**src/rtl/regfile16_bypass_if.sv**
```systemverilog
// Register file access bundle: write port from writeback,
// two read ports toward decode.
interface regfile16_bypass_if #(
  parameter int WIDTH = 64
);
  logic             RegWrite;
  logic [3:0]       WriteRegister;
  logic [WIDTH-1:0] WriteData;
  logic [3:0]       ReadRegister1;
  logic [3:0]       ReadRegister2;
  logic [WIDTH-1:0] ReadData1;
  logic [WIDTH-1:0] ReadData2;

  modport master (
    output RegWrite, WriteRegister, WriteData,
    output ReadRegister1, ReadRegister2,
    input  ReadData1, ReadData2
  );

  modport slave (
    input  RegWrite, WriteRegister, WriteData,
    input  ReadRegister1, ReadRegister2,
    output ReadData1, ReadData2
  );
endinterface

```
**src/rtl/regfile16_bypass.sv**
```systemverilog
// 16 x WIDTH integer register file, two combinational reads,
// one synchronous write, optional write-to-read bypass.
module mux16_1 (
  input  logic [15:0] d,
  input  logic [3:0]  sel,
  output logic        y
);
  assign y = d[sel];
endmodule

module regfile16_bypass #(
  parameter int WIDTH    = 64,
  parameter int BYPASS   = 1,
  parameter int ZERO_REG = 15
) (
  input  logic           clk,
  input  logic           reset_n,
  regfile16_bypass_if.slave rf
);
  localparam logic [3:0] ZR = 4'(ZERO_REG);

  logic [WIDTH-1:0]       regs_q [16];
  logic [WIDTH-1:0]       regs_d [16];
  logic [15:0]            wr_en;
  logic [WIDTH-1:0][15:0] col;
  logic [WIDTH-1:0]       mux1;
  logic [WIDTH-1:0]       mux2;
  logic [WIDTH-1:0]       rd1;
  logic [WIDTH-1:0]       rd2;
  logic                   byp1;
  logic                   byp2;

  always_comb begin
    wr_en = '0;
    for (int k = 0; k < 16; k++) begin
      wr_en[k] = rf.RegWrite
               && (rf.WriteRegister == 4'(k))
               && (4'(k) != ZR);
      regs_d[k] = wr_en[k] ? rf.WriteData : regs_q[k];
    end
  end

  always_ff @(posedge clk or negedge reset_n) begin
    if (!reset_n) begin
      for (int k = 0; k < 16; k++)
        regs_q[k] <= '0;
    end else begin
      for (int k = 0; k < 16; k++)
        regs_q[k] <= regs_d[k];
    end
  end

  // Bit-slice the rows so each bit gets its own 16:1 mux.
  always_comb begin
    col = '0;
    for (int b = 0; b < WIDTH; b++)
      for (int k = 0; k < 16; k++)
        col[b][k] = regs_q[k][b];
  end

  for (genvar b = 0; b < WIDTH; b++) begin : g_bit
    mux16_1 u_m1 (
      .d   (col[b]),
      .sel (rf.ReadRegister1),
      .y   (mux1[b])
    );
    mux16_1 u_m2 (
      .d   (col[b]),
      .sel (rf.ReadRegister2),
      .y   (mux2[b])
    );
  end

  always_comb begin
    byp1 = (BYPASS != 0) && rf.RegWrite
         && (rf.WriteRegister == rf.ReadRegister1);
    byp2 = (BYPASS != 0) && rf.RegWrite
         && (rf.WriteRegister == rf.ReadRegister2);
    rd1 = byp1 ? rf.WriteData : mux1;
    rd2 = byp2 ? rf.WriteData : mux2;
    // Reset also masks the bypass path.
    if (!reset_n || rf.ReadRegister1 == ZR)
      rd1 = '0;
    if (!reset_n || rf.ReadRegister2 == ZR)
      rd2 = '0;
  end

  assign rf.ReadData1 = rd1;
  assign rf.ReadData2 = rd2;
endmodule

```
**src/flat_wrapper.sv**
```systemverilog
// flat-port wrapper written by rule: the top's interface ports become plain ports
module regfile16_bypass_flat 
#(
  parameter int WIDTH    = 64,
  parameter int BYPASS   = 1,
  parameter int ZERO_REG = 15
)
  (clk, reset_n, rf_RegWrite, rf_WriteRegister, rf_WriteData, rf_ReadRegister1, rf_ReadRegister2, rf_ReadData1, rf_ReadData2);
  regfile16_bypass_if #(.WIDTH(WIDTH)) rf_i ();
  input  logic clk;
  input  logic reset_n;
  input wire logic [$bits(rf_i.RegWrite)-1:0] rf_RegWrite;
  input wire logic [$bits(rf_i.WriteRegister)-1:0] rf_WriteRegister;
  input wire logic [$bits(rf_i.WriteData)-1:0] rf_WriteData;
  input wire logic [$bits(rf_i.ReadRegister1)-1:0] rf_ReadRegister1;
  input wire logic [$bits(rf_i.ReadRegister2)-1:0] rf_ReadRegister2;
  output wire logic [$bits(rf_i.ReadData1)-1:0] rf_ReadData1;
  output wire logic [$bits(rf_i.ReadData2)-1:0] rf_ReadData2;
  assign rf_i.RegWrite = rf_RegWrite;
  assign rf_i.WriteRegister = rf_WriteRegister;
  assign rf_i.WriteData = rf_WriteData;
  assign rf_i.ReadRegister1 = rf_ReadRegister1;
  assign rf_i.ReadRegister2 = rf_ReadRegister2;
  assign rf_ReadData1 = rf_i.ReadData1;
  assign rf_ReadData2 = rf_i.ReadData2;
  regfile16_bypass #(.WIDTH(WIDTH), .BYPASS(BYPASS), .ZERO_REG(ZERO_REG)) u_core (.clk(clk), .reset_n(reset_n), .rf(rf_i));
endmodule
```
**config.mk**
```make
export PLATFORM = sky130hd
export DESIGN_NAME = regfile16_bypass_flat
export DESIGN_NICKNAME = d
export VERILOG_FILES = /design/src/rtl/regfile16_bypass_if.sv /design/src/rtl/regfile16_bypass.sv /design/src/flat_wrapper.sv
export SDC_FILE = /design/constraint.sdc
export NUM_CORES = 2
export LEC_CHECK = 0
export CAP_MARGIN = 20
export CELL_PAD_IN_SITES_DETAIL_PLACEMENT = 0
export CELL_PAD_IN_SITES_GLOBAL_PLACEMENT = 1
export CORE_MARGIN = 3
export CORE_UTILIZATION = 39
export CTS_CLUSTER_SIZE = 16
export DETAILED_ROUTE_END_ITERATION = 12
export PLACE_DENSITY_LB_ADDON = 0.08
export SLEW_MARGIN = 20
export SYNTH_ARGS = -nofsm -noshare
export SYNTH_HDL_FRONTEND = slang
export SYNTH_SLANG_ARGS = --single-unit
```
**constraint.sdc**
```tcl
create_clock -name clk -period 6.9 [get_ports clk]
set_clock_uncertainty 0.05 [all_clocks]
set_input_delay 1.38 -clock clk [delete_from_list [all_inputs] [get_ports clk]]
set_output_delay 1.38 -clock clk [all_outputs]
set_load 0.05 [all_outputs]
```
==> results by stage <==
Synthesis:
- The part of the Yosys area used for sequential elements is 45.6%.
- The netlist area before placement is 52700 um2.
- Yosys mapped the design onto 40 distinct sky130hd cell types.
- The async set-reset flop share out of synthesis is 100%.
- Yosys printed 0 warnings.
- The synthesized design spends more area on one cell type than any other, namely dfrtp_1.
- The post-synthesis sequential element count is 960.
- The instance count of the mapped netlist is 3810.
- The top cell type's share of synthesized area is 45.6%.
- The most used flip-flop cell after synthesis is dfrtp_1.
- In this run, synthesis inferred 0 flip-flops with an integrated enable.
- After synthesis, the most frequently instantiated cells are dfrtp_1 (960), mux2_2 (896), mux2i_1 (326).
- Among all cell types in the netlist, the one instantiated most often is dfrtp_1.
- The number of nets in the synthesized netlist is 3889.
- Yosys attributes the largest share of cell area to dfrtp_1 (46%), mux2_2 (19%), mux4_2 (13%).
- Dividing the synthesized area by the synthesized cell count gives 13.8 um2.

Placed design:
- The HPWL after detailed placement is 103 mm.
- At the end of routability-driven placement, the weighted congestion stood at 0.767.
- Once placement finished, the instance area stood at 56700 um2.
- The worst setup slack after placement is 0.864 ns.
- The number of cells after detailed placement is 5478.
- The number of buffer cells added on primary ports is 206.

Worst setup path:
- The signal on the critical path passes through buf_8, buf_12, mux4_2, a22o_1, a31oi_1, o2bb2ai_1, clkdlybuf4s50_1.
- For this run, the slowest stage of the critical path takes 0.80 ns.
- The cell depth of the worst flop-to-flop path is 1.
- The worst setup path is of the in -> out kind.
- The register-to-register setup slack is 6.04 ns.
- Along the worst path, the maximum fanout reaches 77.
- The critical path startpoint category is a primary input.
- The category of the worst setup path capture point is an output pin.
- At the worst endpoint, the required time is 5.47 ns.
- The endpoint of the most critical register-to-register path is u_core.col[453]$_DFFE_PN0P_.
- The cell with the largest stage delay on the worst path is clkdlybuf4s50_1.
- The worst flop-to-flop path startpoint is u_core.col[453]$_DFFE_PN0P_.
- At the worst endpoint, the arrival time is 4.66 ns.

Global routing:
- The pin count of the biggest net entering global routing is 174.
- The number of global-route vias before repair was 39200.
- After global routing the overflow that remains totals 0.
- The first global-routing pass estimated 274 mm of wire.
- The number of antenna violations at the first check in global routing is 8.
- The global routing usage summed across all routing layers is 26.3%.

Min path:
- The hold path startpoint is u_core.col[660]$_DFFE_PN0P_.
- The worst min-delay path endpoint is u_core.col[660]$_DFFE_PN0P_.
- The worst hold path belongs to the class reg -> reg.
- The worst hold path stage count is 1.

Final layout:
- Once layout is done, the placed cells without fillers occupy 60600 um2.
- The area growth from synthesis to final layout is 15.0%.
- The share of cells above drive strength 1 is 43.1%.
- The non-filler instance count after layout is 5695.
- In the final design database the tool counted 3908 nets.
- The core utilization of the finished layout is 45.3%.
- The number of flip-flops in the largest register is 960.
- The layout filler cell count is 11900.

Clock network:
- The level count of the clock H-tree is 3.
- The clock transition at the register clock pins on the worst setup and hold paths after CTS is 0.05 ns.
- The post-cts sizing count is 0.
- Clock latency on the worst-skew pair, taken at its later pin, is 0.72 ns.
- The number of buffers inserted by post-CTS setup repair is 0.
- Buffers inserted during clock tree synthesis total 115.
- The number of buffers added to fix hold violations after cts is 0.
- The clock drives 960 sinks.
- No sink is reached through more buffers than the 3 on the longest clock path.
- Clock tree synthesis selected as its root buffer the cell clkbuf_16.
- The TritonCTS clock tree is done.

Floorplan:
- In this run the horizontal extent of the chip is 374 um.
- The floorplan step defined a die boundary enclosing 140000 um2.
- The initial standard-cell utilization of the core is 39.4%.
- The core area is 134000 um2.
- The floorplan has 134 rows.
- During I/O placement, the number of pins put on the boundary was 207.
- The die boundary height is 374 um.

STA:
- Setup violations remaining at the end of the flow were counted as 0.
- The number of max-slew violations in the final report is 0.
- The measured slew at the worst slew-check pin is 1.15 ns.
- The normalized max-slew margin is 23.4%.
- The worst setup slack after layout is 0.813 ns.
- The share of the clock period used by the worst path after layout is 88.2%.
- The smallest clock period supported by the final layout is computed as 6.09 ns.
- The final-layout setup total negative slack is 0 ns.
- Based on the critical path, the design can be clocked at up to 164 MHz.
- The final hold violation count is 0.
- Setup repair after global routing left no endpoint under its margin.

Routing:
- After detailed routing, the average wire length per cell comes to 32.6 um.
- The count of unresolved DRC violations after routing is 0.
- The routed design has 186 mm of wire.
- Dividing the detail-routed via count by the number of cells gives 6.38.
- In this run, the number of DRC markers left after iteration 0 of detailed routing was 3113.
- The total number of vias is 36400.
- The first TritonRoute pass finished after 10 iterations.
- In this run the remaining antenna-violating nets after routing total 0.

Status:
- The flow ran to the end, and the final reports show no timing, DRC or antenna violations.

Pwr:
- The worst IR drop on VDD is 0.000194 V.
- For this design the ratio of total power to cell area is 309 nW/um2.
- The reported leakage power is 24.9 nW.

Run:
- The number of violations of the max-capacitance limit is 0.
-- final cells by class --
cell class / instances / area, um2 / share of cell area [%]
clock buffers: 175 / 3410 / 5.63
repair buffers: 319 / 3820 / 6.31
diodes: 3 / 7.51 / 0.0124
inverters: 65 / 244 / 0.403
flip-flops and latches: 960 / 24000 / 39.6
clock inverters: 37 / 464 / 0.766
well taps: 1768 / 2210 / 3.65
multi-input cells: 2368 / 26400 / 43.6
-- per-layer routing --
layer,share of wire [%],GRT usage (%),vias to the layer above
met1,44,36.3,19700
li1,-,-,14900
met3,5.9,4.27,335
met5,0.0059,0,-
met2,47,42.3,1396
met4,3.3,8.79,2
-- worst max path at each step --
stage,from,endpoint,slack [ns]
final,rf_ReadRegister2[0],rf_ReadData2[37],0.81
after global routing,rf_ReadRegister2[0],rf_ReadData2[37],0.70
after CTS,rf_ReadRegister2[0],rf_ReadData2[37],0.85
after detailed placement,rf_WriteRegister[0],rf_ReadData2[47],0.86
after global placement,rf_WriteRegister[0],rf_ReadData2[26],0.88
after floorplan,rf_ReadRegister1[0],rf_ReadData1[0],2.15
-- power by group --
group          switching (W)  total, W  leakage [nW]  internal [W]
registers           0.000946   0.00790          11.8       0.00696
logic                0.00210   0.00459          11.3       0.00249
clock network        0.00249   0.00622          1.91       0.00373
-- critical path: cells and delay by family --
kind / cells / cell delay (ns)
AO/OA/AOI/OAI: 3 / 0.69
buffers and inverters: 3 / 1.81
multiplexers: 1 / 0.58
-- cell usage in the layout, fill, tap and decap left out, drive strengths merged, types with 9 or more instances in the layout --
master / netlist / layout
mux4: 312 / 312
nor2: 15 / 15
clkbuf: 184 / 175
nand2: 79 / 79
buf: 233 / 218
a22oi: 72 / 72
mux2: 896 / 896
dfrtp: 960 / 960
mux2i: 326 / 326
o21ai: 65 / 65
o221ai: 127 / 127
o2bb2ai: 64 / 64
inv: 65 / 68
clkdlybuf4s50: 0 / 101
or2: 56 / 56
clkinv: 0 / 23
a22o: 74 / 74
o211ai: 54 / 54
a31oi: 127 / 127
bufinv: 0 / 9
o31ai: 54 / 54
o22ai: 11 / 11
-- through the flow --
step | total power [W] | hold slack, ns
detailed placement | 0.0126 | 0.461
global placement | 0.0123 | 0.448
CTS | 0.0188 | 0.474
floorplan | 0.0110 | 0.441
finish | 0.0187 | 0.472
global route | 0.0196 | 0.485
-- kinds of logic (layout without fill, tap and decap cells) --
| group | Yosys count | count (layout) | share of synthesized area [%] |
|---|---|---|---|
| and+or+nand+nor | 175 | 175 | 1.70 |
| other | 0 | 3 | 0 |
| DFF | 960 | 960 | 45.6 |
| AOI/OAI and AO/OA | 651 | 651 | 9.28 |
| buffers and inverters | 482 | 596 | 4.63 |
| muxes | 1534 | 1534 | 38.7 |
| xor gates and xnor gates | 8 | 8 | 0.133 |
(Power assumes the default switching activity.)
